$ cat config.mk
export PLATFORM = sky130hd
export DESIGN_NAME = mem_copy_engine
export DESIGN_NICKNAME = d
export VERILOG_FILES = /design/src/rtl/mem_copy_pkg.sv /design/src/rtl/mem_copy_engine.sv
export SDC_FILE = /design/constraint.sdc
export NUM_CORES = 1
export LEC_CHECK = 0
export BUFFER_PORTS_ARGS = -buffer_cell sky130_fd_sc_hd__clkbuf_2
export CAP_MARGIN = 15
export CORE_MARGIN = 5
export CORE_UTILIZATION = 55
export DETAILED_ROUTE_END_ITERATION = 10
export PLACE_DENSITY = 0.92
export SLEW_MARGIN = 15
export SYNTH_ARGS = -nofsm -noshare
export SYNTH_HDL_FRONTEND = slang
export SYNTH_SLANG_ARGS = --single-unit
$ cat constraint.sdc
create_clock -name Clk -period 3.8 [get_ports Clk]
set_input_delay 0.76 -clock Clk [delete_from_list [all_inputs] [get_ports Clk]]
set_output_delay 0.76 -clock Clk [all_outputs]
set_load 0.02 [all_outputs]
$ cat src/rtl/mem_copy_pkg.sv
// Shared definitions for the block-copy engine: FSM state encoding and default widths.
package mem_copy_pkg;

  localparam int DATA_W = 8;
  localparam int ADDR_W = 8;

  typedef enum logic [1:0] {
    IDLE  = 2'd0,
    READ  = 2'd1,
    WRITE = 2'd2,
    DONE  = 2'd3
  } state_t;

endpackage

$ cat src/rtl/mem_copy_engine.sv
// Bus-master block copy: one read/write pair per byte, forward order, addresses wrap modulo 2^A.
// Optional running byte checksum enabled with MEM_COPY_CHECKSUM_EN.
module mem_copy_engine
  import mem_copy_pkg::*;
#(
  parameter int W = DATA_W,
  parameter int A = ADDR_W
) (
  input  logic         Clk,
  input  logic         Reset,
  input  logic         Start,
  input  logic [A-1:0] SrcAddr,
  input  logic [A-1:0] DstAddr,
  input  logic [A:0]   Len,
  output logic         Busy,
  output logic         Done,
  output logic [A-1:0] MemAddress,
  output logic         MemWriteEn,
  output logic [W-1:0] MemWrData,
  input  logic [W-1:0] MemRdData
`ifdef MEM_COPY_CHECKSUM_EN
  ,
  output logic [W-1:0] Checksum
`endif
);

  state_t       state_reg, state_next;
  logic [A-1:0] src_reg, src_next;
  logic [A-1:0] dst_reg, dst_next;
  logic [A:0]   len_reg, len_next;
  logic [A:0]   idx_reg, idx_next;
  logic [W-1:0] buf_reg, buf_next;
`ifdef MEM_COPY_CHECKSUM_EN
  logic [W-1:0] csum_reg, csum_next;
`endif

  always_ff @(posedge Clk or posedge Reset) begin
    if (Reset) begin
      state_reg <= IDLE;
      src_reg   <= '0;
      dst_reg   <= '0;
      len_reg   <= '0;
      idx_reg   <= '0;
      buf_reg   <= '0;
`ifdef MEM_COPY_CHECKSUM_EN
      csum_reg  <= '0;
`endif
    end else begin
      state_reg <= state_next;
      src_reg   <= src_next;
      dst_reg   <= dst_next;
      len_reg   <= len_next;
      idx_reg   <= idx_next;
      buf_reg   <= buf_next;
`ifdef MEM_COPY_CHECKSUM_EN
      csum_reg  <= csum_next;
`endif
    end
  end

  // Memory-facing outputs decode registered state only, so reset drops them immediately.
  always_comb begin
    state_next = state_reg;
    src_next   = src_reg;
    dst_next   = dst_reg;
    len_next   = len_reg;
    idx_next   = idx_reg;
    buf_next   = buf_reg;
`ifdef MEM_COPY_CHECKSUM_EN
    csum_next  = csum_reg;
`endif
    Done       = 1'b0;
    MemAddress = '0;
    MemWriteEn = 1'b0;
    MemWrData  = '0;

    case (state_reg)
      IDLE: begin
        if (Start) begin
          src_next   = SrcAddr;
          dst_next   = DstAddr;
          len_next   = Len;
          idx_next   = '0;
`ifdef MEM_COPY_CHECKSUM_EN
          csum_next  = '0;
`endif
          state_next = (Len == '0) ? DONE : READ;
        end
      end
      READ: begin
        MemAddress = src_reg + idx_reg[A-1:0];
        buf_next   = MemRdData;
`ifdef MEM_COPY_CHECKSUM_EN
        csum_next  = csum_reg + MemRdData;
`endif
        state_next = WRITE;
      end
      WRITE: begin
        MemAddress = dst_reg + idx_reg[A-1:0];
        MemWriteEn = 1'b1;
        MemWrData  = buf_reg;
        idx_next   = idx_reg + (A+1)'(1);
        state_next = (idx_next == len_reg) ? DONE : READ;
      end
      DONE: begin
        Done       = 1'b1;
        state_next = IDLE;
      end
      default: state_next = IDLE;
    endcase
  end

  assign Busy = (state_reg != IDLE);

`ifdef MEM_COPY_CHECKSUM_EN
  assign Checksum = csum_reg;
`endif

endmodule
==> results of run 1 <==
logic make-up after synthesis:
group	Yosys count	share of synthesized area [%]
AND/OR/NAND/NOR	73	14.5
buffers and inverters	24	4.92
AO/OA/AOI/OAI	43	11.4
XOR/XNOR	13	4.46
multiplexers	43	17.9
adder cells (fa/ha/maj)	13	6.26
flip-flops	44	40.5
final timing paths:
path | startpoint | to | cells after the start
min in group asynchronous | Reset | idx_reg[3]$_DFFE_PP0P_ | 2
hold / removal | buf_reg[7]$_DFFE_PP0P_ | buf_reg[7]$_DFFE_PP0P_ | 1
max in group asynchronous | Reset | len_reg[8]$_DFFE_PP0P_ | 3
setup / recovery | state_reg[0]$_DFFE_PP0P_ | MemAddress[6] | 12
hold reg to reg | buf_reg[7]$_DFFE_PP0P_ | buf_reg[7]$_DFFE_PP0P_ | 1
setup reg to reg | idx_reg[0]$_DFFE_PP0P_ | state_reg[1]$_DFFE_PP0P_ | 5
critical path, stage by stage (launching register included):
cell and delay, ns:
sky130_fd_sc_hd__dfrtp_1 0.42, sky130_fd_sc_hd__inv_2 0.11, sky130_fd_sc_hd__ha_4 0.21, sky130_fd_sc_hd__mux2_2 0.35, sky130_fd_sc_hd__ha_1 0.20, sky130_fd_sc_hd__inv_1 0.08
sky130_fd_sc_hd__fa_1 0.19, sky130_fd_sc_hd__nor2b_1 0.06, sky130_fd_sc_hd__o21ai_1 0.18, sky130_fd_sc_hd__a21boi_1 0.13, sky130_fd_sc_hd__or3_1 0.36, sky130_fd_sc_hd__nand3_1 0.10
sky130_fd_sc_hd__clkbuf_2 0.17
what timing repair did:
| item | 4_1_cts | 5_1_grt |
|---|---|---|
| setup endpoints to repair | 1 | 1 |
| resized for setup | 3 | 2 |
| hold buffers | 0 | 0 |
| endpoints found under the hold margin | 0 | 0 |
power by group through the flow:
stage          registers (uW)  logic (uW)  clock network [uW]
2_1_floorplan             770        1090                   0
3_3_place_gp              811        1350                   0
3_5_place_dp              827        1410                   0
4_1_cts                   821        1440                 313
5_1_grt                   849        1570                 337
6_report                  824        1440                 307
cell usage after synthesis, drive strengths merged:
cell,instances
a211oi,1
a21boi,1
a21o,4
a21oi,7
a22o,4
a31oi,1
a32o,1
and2,9
and3,3
buf,7
clkbuf,5
dfrtp,44
fa,1
ha,12
inv,12
mux2,42
mux2i,1
nand2,14
nand2b,3
nand3,4
nand4,5
nor2,12
nor2b,2
nor3,9
nor4,3
o2111ai,1
o211a,1
o21ai,13
o21bai,1
o221ai,1
o22ai,1
o311ai,3
o31ai,2
o41a,1
or2,3
or2b,2
or3,4
xnor2,10
xor2,3
cells in the final DEF (no fill, tap or decap), types with 2 or more instances in the layout:
cell                       count
sky130_fd_sc_hd__clkbuf_8      6
sky130_fd_sc_hd__buf_4         4
sky130_fd_sc_hd__o311ai_0      3
sky130_fd_sc_hd__nor2_1       12
sky130_fd_sc_hd__nor3_1        9
sky130_fd_sc_hd__xor2_1        3
sky130_fd_sc_hd__or2_2         3
sky130_fd_sc_hd__dfrtp_1      44
sky130_fd_sc_hd__a22o_1        3
sky130_fd_sc_hd__ha_1         11
sky130_fd_sc_hd__clkbuf_2     54
sky130_fd_sc_hd__or3_1         4
sky130_fd_sc_hd__and2_1        9
sky130_fd_sc_hd__nand2b_1      2
sky130_fd_sc_hd__xnor2_1       9
sky130_fd_sc_hd__nand4_1       5
sky130_fd_sc_hd__and3_4        2
sky130_fd_sc_hd__nor2b_1       2
sky130_fd_sc_hd__clkbuf_1      2
sky130_fd_sc_hd__nand2_1      14
sky130_fd_sc_hd__mux2_2       41
sky130_fd_sc_hd__a21oi_1       7
sky130_fd_sc_hd__inv_1        11
sky130_fd_sc_hd__nor4_1        3
sky130_fd_sc_hd__a21o_1        4
sky130_fd_sc_hd__o21ai_1       2
sky130_fd_sc_hd__o21ai_0      11
sky130_fd_sc_hd__nand3_1       4
sky130_fd_sc_hd__or2b_1        2
area by class of cell:
cell class | instances | area [um^2] | share of cell area, %
inverters | 12 | 45.0 | 1.45
well taps | 67 | 83.8 | 2.69
flip-flops and latches | 44 | 1100 | 35.3
repair buffers | 58 | 300 | 9.63
multi-input cells | 185 | 1500 | 48.0
clock buffers | 8 | 90.1 | 2.89
stage by stage:
step | setup WS [ns] | cell area (um^2) | hold WS (ns) | cells
after floorplan | 0.274 | 2720 | 0.473 | 253
after global placement | 0.348 | 3010 | 0.483 | 366
after detailed placement | 0.169 | 3010 | 0.488 | 366
after CTS | 0.0816 | 3120 | 0.509 | 374
after global routing | 0.0404 | 3120 | 0.522 | 374
final | 0.163 | 3120 | 0.507 | 374
routing by layer:
| layer | wire length, um | up-vias | global-route usage [%] | share of wire (%) |
|---|---|---|---|---|
| met3 | 289 | 17 | 4.60 | 4.8 |
| li1 | - | 1017 | - | - |
| met1 | 2440 | 992 | 24.0 | 40 |
| met5 | 0 | - | 0 | 0 |
| met4 | 172 | 0 | 8.28 | 2.8 |
| met2 | 3150 | 63 | 35.3 | 52 |
==> metrics.txt, run 1 <==
cell internal pwr 1470 uW; fin crit share 95.7%; initial antenna violation count 0; Clock Path Buffers 2; CTS Root Cell sky130_fd_sc_hd__clkbuf_8; Starting Density 57.2%; number of nets in the finished design 355; Setup violations, final 0; number of pins with negative max-slew slack in the final report 0; synthesized netlist cell count 253; static power due to leakage 0.00146 uW; Psw 1090 uW; via total after detailed routing 2089; TNS Setup 0 ns; post-synth net total 302; average vias per placed instance 5.59; part of the power in registers 32.1%; Syn. warnings 0; routability cong. 0.873; fraction of power spent switching nets 42.6%; half-perimeter wire length after placement 4520 um; H-tree level count 2; post-layout power 2570 uW; antenna diode count 0; number of post-CTS setup repair buffers 0; Total Die Area 6450 um^2; count of input and output buffers 54; via count of the first global-routing pass 2176; post-synthesis cell type count 49; Setup CP Type reg -> out; PwrDens 824 nW/um^2; synthesized area per cell 10.7 um^2; Worst Path Required 3.04 ns; Die Y-Extent 80.3 um; Reg clk slew, reported paths 0.08 ns; setup repair after global routing missed its margin false; Yosys top cell area share 40.5%; Worst Path Max Fanout 8; Max-Slew Margin vs Limit 38.8%; startpoint class of the critical path flip-flop; register bit count reported by yosys 44; data arrival time of the worst path 2.88 ns; worst slew pin tran 0.916 ns; global-route wire length before repair 10100 um; clock tree from TritonCTS yes; # rows 25; x dimension of the die 80.3 um; max-cap violations 0; top post-synthesis cells by area sky130_fd_sc_hd__dfrtp_1 40%, sky130_fd_sc_hd__mux2_2 17%, sky130_fd_sc_hd__ha_1 5.5%; clock share of power 12.0%; I/O pin count 55; GR Util All Layers 20.3%; Core Area 4750 um^2; CP Capture Type primary output; number of buffers created by CTS 5; pin count of the biggest net entering global routing 27; fraction of layout cells with a size suffix above 1 39.1%; count of nets left with antenna violations after detail routing 0; DR iter-0 viols 154; max frequency 0.275 GHz; aggregate global routing overflow 0; combinational cell fraction of total power 56.0%; layout-stage area growth over the synthesis result 14.6%; run status completed; path category of the worst min-delay check reg -> reg; clock tree sinks 44; peak supply drop 0.511 mV; post-detailed-route DRC marker count 0; Clk Latency, worst-skew pair 0.30 ns; minimum clock period after layout 3.64 ns; post-synthesis sequential area ratio 40.5%; netlist area before placement 2720 um^2; fill cell count 374; final standard cell utilization of the core 65.6%; biggest area consumer among synthesized cells sky130_fd_sc_hd__dfrtp_1; reg-to-reg setup timing slack 1.75 ns; final routed wire length divided by cell count 16.2 um; wirelength, routed 6050 um; Hold Vio Cnt, Final 0; worst clock skew 0.00561 ns; Pre-antenna DRT Iters 4
Note: power is estimated with default switching activity, not from simulation.
==> run 2, diff against run 1 <==
--- a/config.mk
+++ b/config.mk
@@ -10,6 +10,7 @@
 export CORE_MARGIN = 5
 export CORE_UTILIZATION = 55
 export DETAILED_ROUTE_END_ITERATION = 10
+export MAX_ROUTING_LAYER = met4
 export PLACE_DENSITY = 0.92
 export SLEW_MARGIN = 15
 export SYNTH_ARGS = -nofsm -noshare
==> run 2 against run 1 <==
  * Final area stayed put
  * Fmax hardly changed
  * Global-route usage is 0.52 points higher
  * Via count is 0.48% higher
  * Largest cell class unchanged
  * Critical endpoint unchanged
  * Highest routed layer unchanged
  * Clock power hardly changed
  * Sequential cell count stayed put
==> metrics.txt, run 2 (synthesis gave the netlist of run 1 again) <==
fraction of layout cells with a size suffix above 1 39.1%; half-perimeter wire length after placement 4520 um; CP bufs+invs 3; fraction of power spent switching nets 42.5%; clock share of power 12.0%; commonest non-fill, non-tap cells in the layout 54 x sky130_fd_sc_hd__clkbuf_2, 44 x sky130_fd_sc_hd__dfrtp_1, 41 x sky130_fd_sc_hd__mux2_2, 14 x sky130_fd_sc_hd__nand2_1, 12 x sky130_fd_sc_hd__nor2_1; max-cap violations 0; number of buffers created by CTS 5; final-layout worst hold slack 0.504 ns; # rows 25; routability cong. 0.887; static power due to leakage 0.00146 uW; setup repair after global routing missed its margin false; TNS Setup 0 ns; clock tree from TritonCTS yes; via count of the first global-routing pass 2179; minimum clock period after layout 3.64 ns; CP Capture Type primary output; peak supply drop 0.513 mV; Setup violations, final 0; fin crit share 95.7%; combinational cell fraction of total power 55.9%; run status completed; list of cells traversed by the critical path inv_2 -> ha_4 -> mux2_2 -> ha_1 -> inv_1 -> fa_1 -> nor2b_1 -> o21ai_1 -> a21boi_1 -> or3_1 -> nand3_1 -> clkbuf_2; Hold Vio Cnt, Final 0; Die Y-Extent 80.3 um; average vias per placed instance 5.61; antenna diode count 0; Clk Latency, worst-skew pair 0.30 ns; worst slew pin tran 0.916 ns; count of nets left with antenna violations after detail routing 0; x dimension of the die 80.3 um; wirelength, routed 6060 um; global-route wire length before repair 10100 um; startpoint class of the critical path flip-flop; Core Area 4750 um^2; Total Die Area 6450 um^2; cell internal pwr 1470 uW; Worst Path Required 3.04 ns; CTS Root Cell sky130_fd_sc_hd__clkbuf_8; Psw 1090 uW; quantity of hold-fixing buffers added after cts 0; cell with the largest stage delay on the worst path sky130_fd_sc_hd__dfrtp_1; number of pins with negative max-slew slack in the final report 0; initial antenna violation count 0; Largest stage delay, worst path 0.42 ns; Pre-antenna DRT Iters 4; layout-stage area growth over the synthesis result 14.6%; clock tree sinks 44; PwrDens 823 nW/um^2; Setup CP Type reg -> out; DR iter-0 viols 140; Reg clk slew, reported paths 0.08 ns; final routed wire length divided by cell count 16.2 um; H-tree level count 2; largest delay contributor family on the critical path adder cells; Worst Path Max Fanout 8; final standard cell utilization of the core 65.6%; Final Cell Area 3120 um^2; post-layout power 2570 uW; cell area reported after detailed placement 3010 um^2; Clock Path Buffers 2; number of nets in the finished design 355; data arrival time of the worst path 2.88 ns; number of post-CTS setup repair buffers 0; path category of the worst min-delay check reg -> reg; Starting Density 57.2%; max frequency 0.275 GHz; count of input and output buffers 54; GR Util All Layers 20.8%; via total after detailed routing 2099; worst clock skew 0.00454 ns; part of the power in registers 32.1%; most common cell after layout, fill and taps aside sky130_fd_sc_hd__clkbuf_2; Max-Slew Margin vs Limit 38.9%; post-detailed-route DRC marker count 0; aggregate global routing overflow 0; I/O pin count 55; pin count of the biggest net entering global routing 27
[run 2: cell counts in the layout (fill, tap and decap cells not counted)]
No cell type changed its count.
[run 2: power by group through the flow]
stage | Clock (uW) | Sequential [uW] | Combinational (uW)
after global placement | 0 | 811 | 1350
final | 307 | 824 | 1430
after CTS | 313 | 821 | 1440
after floorplan | 0 | 770 | 1090
after detailed placement | 0 | 827 | 1410
after global routing | 337 | 849 | 1570
[run 2: worst paths after layout]
path                       slack, ns  depth (start not counted)                        to                startpoint
max                             0.16                         12             MemAddress[6]  state_reg[0]$_DFFE_PP0P_
min                             0.50                          1    buf_reg[7]$_DFFE_PP0P_    buf_reg[7]$_DFFE_PP0P_
max reg2reg                     1.75                          5  state_reg[1]$_DFFE_PP0P_    idx_reg[0]$_DFFE_PP0P_
min reg2reg                     0.50                          1    buf_reg[7]$_DFFE_PP0P_    buf_reg[7]$_DFFE_PP0P_
max in group asynchronous       2.46                          3    len_reg[8]$_DFFE_PP0P_                     Reset
min in group asynchronous       0.63                          2    idx_reg[3]$_DFFE_PP0P_                     Reset
[run 2: per-layer routing]
layer  track usage, %  wire [um]  up-vias  part of all wire (%)
li1                 -          -     1019                     -
met1             24.4       2530     1000                    42
met2             35.5       3140       62                    52
met3             3.70        214       18                   3.5
met4             8.28        180        0                   3.0
met5                -          0        -                     0
[run 2: metrics by stage]
stage | setup slack [ns] | std cells
2_1_floorplan | 0.274 | 253
3_3_place_gp | 0.348 | 366
3_5_place_dp | 0.169 | 366
4_1_cts | 0.0816 | 374
5_1_grt | 0.0404 | 374
6_report | 0.165 | 374
[run 2: repair_timing]
item / in CTS / in global routing
resized for setup: 3 / 2
pin swaps: 0 / 0
setup endpoints to repair: 1 / 1
[run 2: final cells by class]
type                            count  area [um^2]
Multi-Input combinational cell    185         1500
Clock buffer                        8         90.1
Fill cell                         374         1640
Tap cell                           67         83.8
Sequential cell                    44         1100
Inverter                           12         45.0
Timing Repair Buffer               58          300
==> run 3, diff against run 2 <==
--- a/config.mk
+++ b/config.mk
@@ -5,13 +5,14 @@
 export SDC_FILE = /design/constraint.sdc
 export NUM_CORES = 1
 export LEC_CHECK = 0
-export BUFFER_PORTS_ARGS = -buffer_cell sky130_fd_sc_hd__clkbuf_2
+export ABC_AREA = 1
+export BUFFER_PORTS_ARGS = -buffer_cell sky130_fd_sc_hd__buf_2
 export CAP_MARGIN = 15
-export CORE_MARGIN = 5
-export CORE_UTILIZATION = 55
+export CORE_MARGIN = 10
+export CORE_UTILIZATION = 54
 export DETAILED_ROUTE_END_ITERATION = 10
 export MAX_ROUTING_LAYER = met4
-export PLACE_DENSITY = 0.92
+export PLACE_DENSITY = 0.91
 export SLEW_MARGIN = 15
 export SYNTH_ARGS = -nofsm -noshare
 export SYNTH_HDL_FRONTEND = slang
==> run 3 against run 2 <==
  * First-iteration DRC count increased by 18%
  * Sequential share of layout area up 1.9 points
  * Non-clock buffer count shrank 2
  * Sequential cell count is the same
  * Critical path depth rose by 5
  * Highest routed layer unchanged
  * Routed wire length is 6.8% higher
  * Global-route usage is 2.8 points lower
  * Largest cell class unchanged
  * Clock power barely moved
  * Setup slack better by 0.13 ns
  * Hold slack got worse by 0.025 ns
  * Final cell count increased by 23%
  * Sequential power is 5.9% lower
==> metrics.txt, run 3 <==
run status completed; Worst R2R Start state_reg[0]$_DFFE_PP0P_; Largest stage delay, worst path 0.41 ns; cell internal pwr 1150 uW; setup repair after global routing missed its margin false; most frequent cell after synthesis sky130_fd_sc_hd__nand2_1; number of buffers created by CTS 5; startpoint class of the critical path flip-flop; Worst Path Max Fanout 18; final routed wire length divided by cell count 14.0 um; R2R cell count 5; Reg clk slew, reported paths 0.08 ns; register bit count reported by yosys 44; Clk Latency, worst-skew pair 0.29 ns; CP Capture Type primary output; fin crit share 92.2%; via count of the first global-routing pass 2459; fraction of layout cells with a size suffix above 1 18.1%; number of pins with negative max-slew slack in the final report 0; Die Y-Extent 88.4 um; static power due to leakage 0.00166 uW; minimum clock period after layout 3.50 ns; max frequency 0.286 GHz; Total Die Area 7820 um^2; Worst Path Required 3.04 ns; path category of the worst min-delay check reg -> reg; Worst Setup EP MemAddress[6]; data arrival time of the worst path 2.74 ns; clock share of power 14.3%; EDFF count, synth 0; peak supply drop 0.431 mV; most repeated library cell on the critical path sky130_fd_sc_hd__nand2_1; Setup crit start state_reg[0]$_DFFE_PP0P_; synthesized netlist cell count 353; async set or reset register ratio after synthesis 100%; average vias per placed instance 5.18; PwrDens 722 nW/um^2; Setup violations, final 0; largest delay contributor family on the critical path buffers and inverters; Levels on crit path 17; worst slew pin tran 0.893 ns; final standard cell utilization of the core 66.6%; count of input and output buffers 54; x dimension of the die 88.4 um; leading register cell type out of synthesis sky130_fd_sc_hd__dfrtp_1; Syn. warnings 0; Setup CP Type reg -> out; pin count of the biggest net entering global routing 34; part of the power in registers 36.3%; biggest area consumer among synthesized cells sky130_fd_sc_hd__dfrtp_1; via total after detailed routing 2389; routability cong. 0.944; post-detailed-route DRC marker count 0; post-synth net total 402; global-route wire length before repair 11000 um; list of cells traversed by the critical path inv_1 -> ha_4 -> buf_6 -> nand2_1 -> o21ai_0 -> ha_1 -> inv_1 -> nor2_1 -> o21ai_0 -> nand2_1 -> nand2_1 -> nand2_1 -> a21oi_1 -> nand2_1 -> nand2_1 -> nor2_1 -> buf_2; cell with the largest stage delay on the worst path sky130_fd_sc_hd__dfrtp_1; clock tree from TritonCTS yes; reg-to-reg critical path endpoint src_reg[1]$_DFFE_PP0P_; post-synthesis cell type count 25; wirelength, routed 6470 um; GR Util All Layers 18.0%; initial antenna violation count 0; combinational cell fraction of total power 49.4%; # rows 24; Max-Slew Margin vs Limit 40.4%; fraction of power spent switching nets 46.0%; layout-stage area growth over the synthesis result 16.9%; netlist area before placement 2530 um^2; CTS Root Cell sky130_fd_sc_hd__clkbuf_8; DR iter-0 viols 165; Clock Path Buffers 2; max-cap violations 0; top post-synthesis cells by area sky130_fd_sc_hd__dfrtp_1 44%, sky130_fd_sc_hd__nand2_1 22%, sky130_fd_sc_hd__inv_1 6.4%; Core Area 4440 um^2; aggregate global routing overflow 0; clock tree sinks 44; reg-to-reg setup timing slack 1.45 ns; I/O pin count 55; post-synthesis sequential area ratio 43.5%; antenna diode count 0; Pre-antenna DRT Iters 4; Hold Vio Cnt, Final 0; Yosys top cell area share 43.5%; H-tree level count 2; TNS Setup 0 ns; commonest non-fill, non-tap cells in the layout 150 x sky130_fd_sc_hd__nand2_1, 54 x sky130_fd_sc_hd__buf_2, 44 x sky130_fd_sc_hd__dfrtp_1, 43 x sky130_fd_sc_hd__inv_1, 24 x sky130_fd_sc_hd__o21ai_0; half-perimeter wire length after placement 5120 um; Starting Density 56.9%; synthesized area per cell 7.17 um^2; CP bufs+invs 4; count of nets left with antenna violations after detail routing 0; worst clock skew 0.00421 ns; Psw 983 uW; most common cell after layout, fill and taps aside sky130_fd_sc_hd__nand2_1; number of nets in the finished design 457; commonest cells in the synthesized netlist 150 x sky130_fd_sc_hd__nand2_1, 44 x sky130_fd_sc_hd__dfrtp_1, 43 x sky130_fd_sc_hd__inv_1; number of post-CTS setup repair buffers 0
-- run 3: power groups by stage --
stage | clock, uW | sequential [uW] | combinational [uW]
3_3_place_gp | 0 | 767 | 998
2_1_floorplan | 0 | 743 | 754
3_5_place_dp | 0 | 779 | 1040
4_1_cts | 309 | 771 | 1050
5_1_grt | 333 | 799 | 1190
6_report | 306 | 775 | 1060
-- run 3: final cells by class --
class | instances | area, um^2
clock buffers | 6 | 82.6
clock inverters | 2 | 10.0
fillers | 400 | 1490
inverters | 46 | 173
multi-input cells | 255 | 1240
flip-flops and latches | 44 | 1100
well taps | 52 | 65.1
repair buffers | 56 | 289
-- run 3: worst min-delay path by stage --
| stage | cells past startpoint | startpoint | slack, ns | end |
|---|---|---|---|---|
| 6_report | 2 | buf_reg[2]$_DFFE_PP0P_ | 0.48 | buf_reg[2]$_DFFE_PP0P_ |
| 5_1_grt | 2 | dst_reg[5]$_DFFE_PP0P_ | 0.51 | dst_reg[5]$_DFFE_PP0P_ |
| 4_1_cts | 2 | buf_reg[4]$_DFFE_PP0P_ | 0.48 | buf_reg[4]$_DFFE_PP0P_ |
| 3_5_place_dp | 2 | buf_reg[4]$_DFFE_PP0P_ | 0.46 | buf_reg[4]$_DFFE_PP0P_ |
| 3_3_place_gp | 2 | buf_reg[2]$_DFFE_PP0P_ | 0.45 | buf_reg[2]$_DFFE_PP0P_ |
| 2_1_floorplan | 2 | buf_reg[0]$_DFFE_PP0P_ | 0.44 | buf_reg[0]$_DFFE_PP0P_ |
-- run 3: repair_timing --
item | CTS | global route
hold buffers | 0 | 0
resized for setup | 0 | 3
setup endpoints to repair | 0 | 2
hold endpoints to repair | 0 | 0
-- run 3: per-stage QoR --
step	setup slack (ns)	instances	cell area, um^2	hold slack, ns	power (uW)
detailed placement	0.521	453	2850	0.461	1820
finish	0.298	461	2960	0.480	2140
CTS	0.100	461	2940	0.481	2130
floorplan	0.328	353	2530	0.442	1500
global placement	0.662	453	2850	0.454	1770
global route	0.0199	461	2960	0.513	2320
-- run 3: routing by layer --
| layer | wire [um] | GRT usage (%) | vias up |
|---|---|---|---|
| met5 | 0 | - | - |
| met2 | 3050 | 29.4 | 81 |
| met4 | 60 | 4.55 | 0 |
| met1 | 3000 | 22.3 | 1087 |
| li1 | - | - | 1215 |
| met3 | 362 | 3.58 | 6 |
-- run 3: cell families after synthesis --
group | share of synthesized area, %
buffers and inverters | 8.06
flip-flops | 43.5
adder cells (fa/ha/maj) | 6.73
AO/OA/AOI/OAI | 9.64
XOR/XNOR | 0.693
AND/OR/NAND/NOR | 31.4
-- run 3: tightest hold or removal path, cell delays in order, from the launching register on --
cell and delay, ns:
sky130_fd_sc_hd__dfrtp_1 0.35, sky130_fd_sc_hd__nand2_1 0.06, sky130_fd_sc_hd__nand2_1 0.05
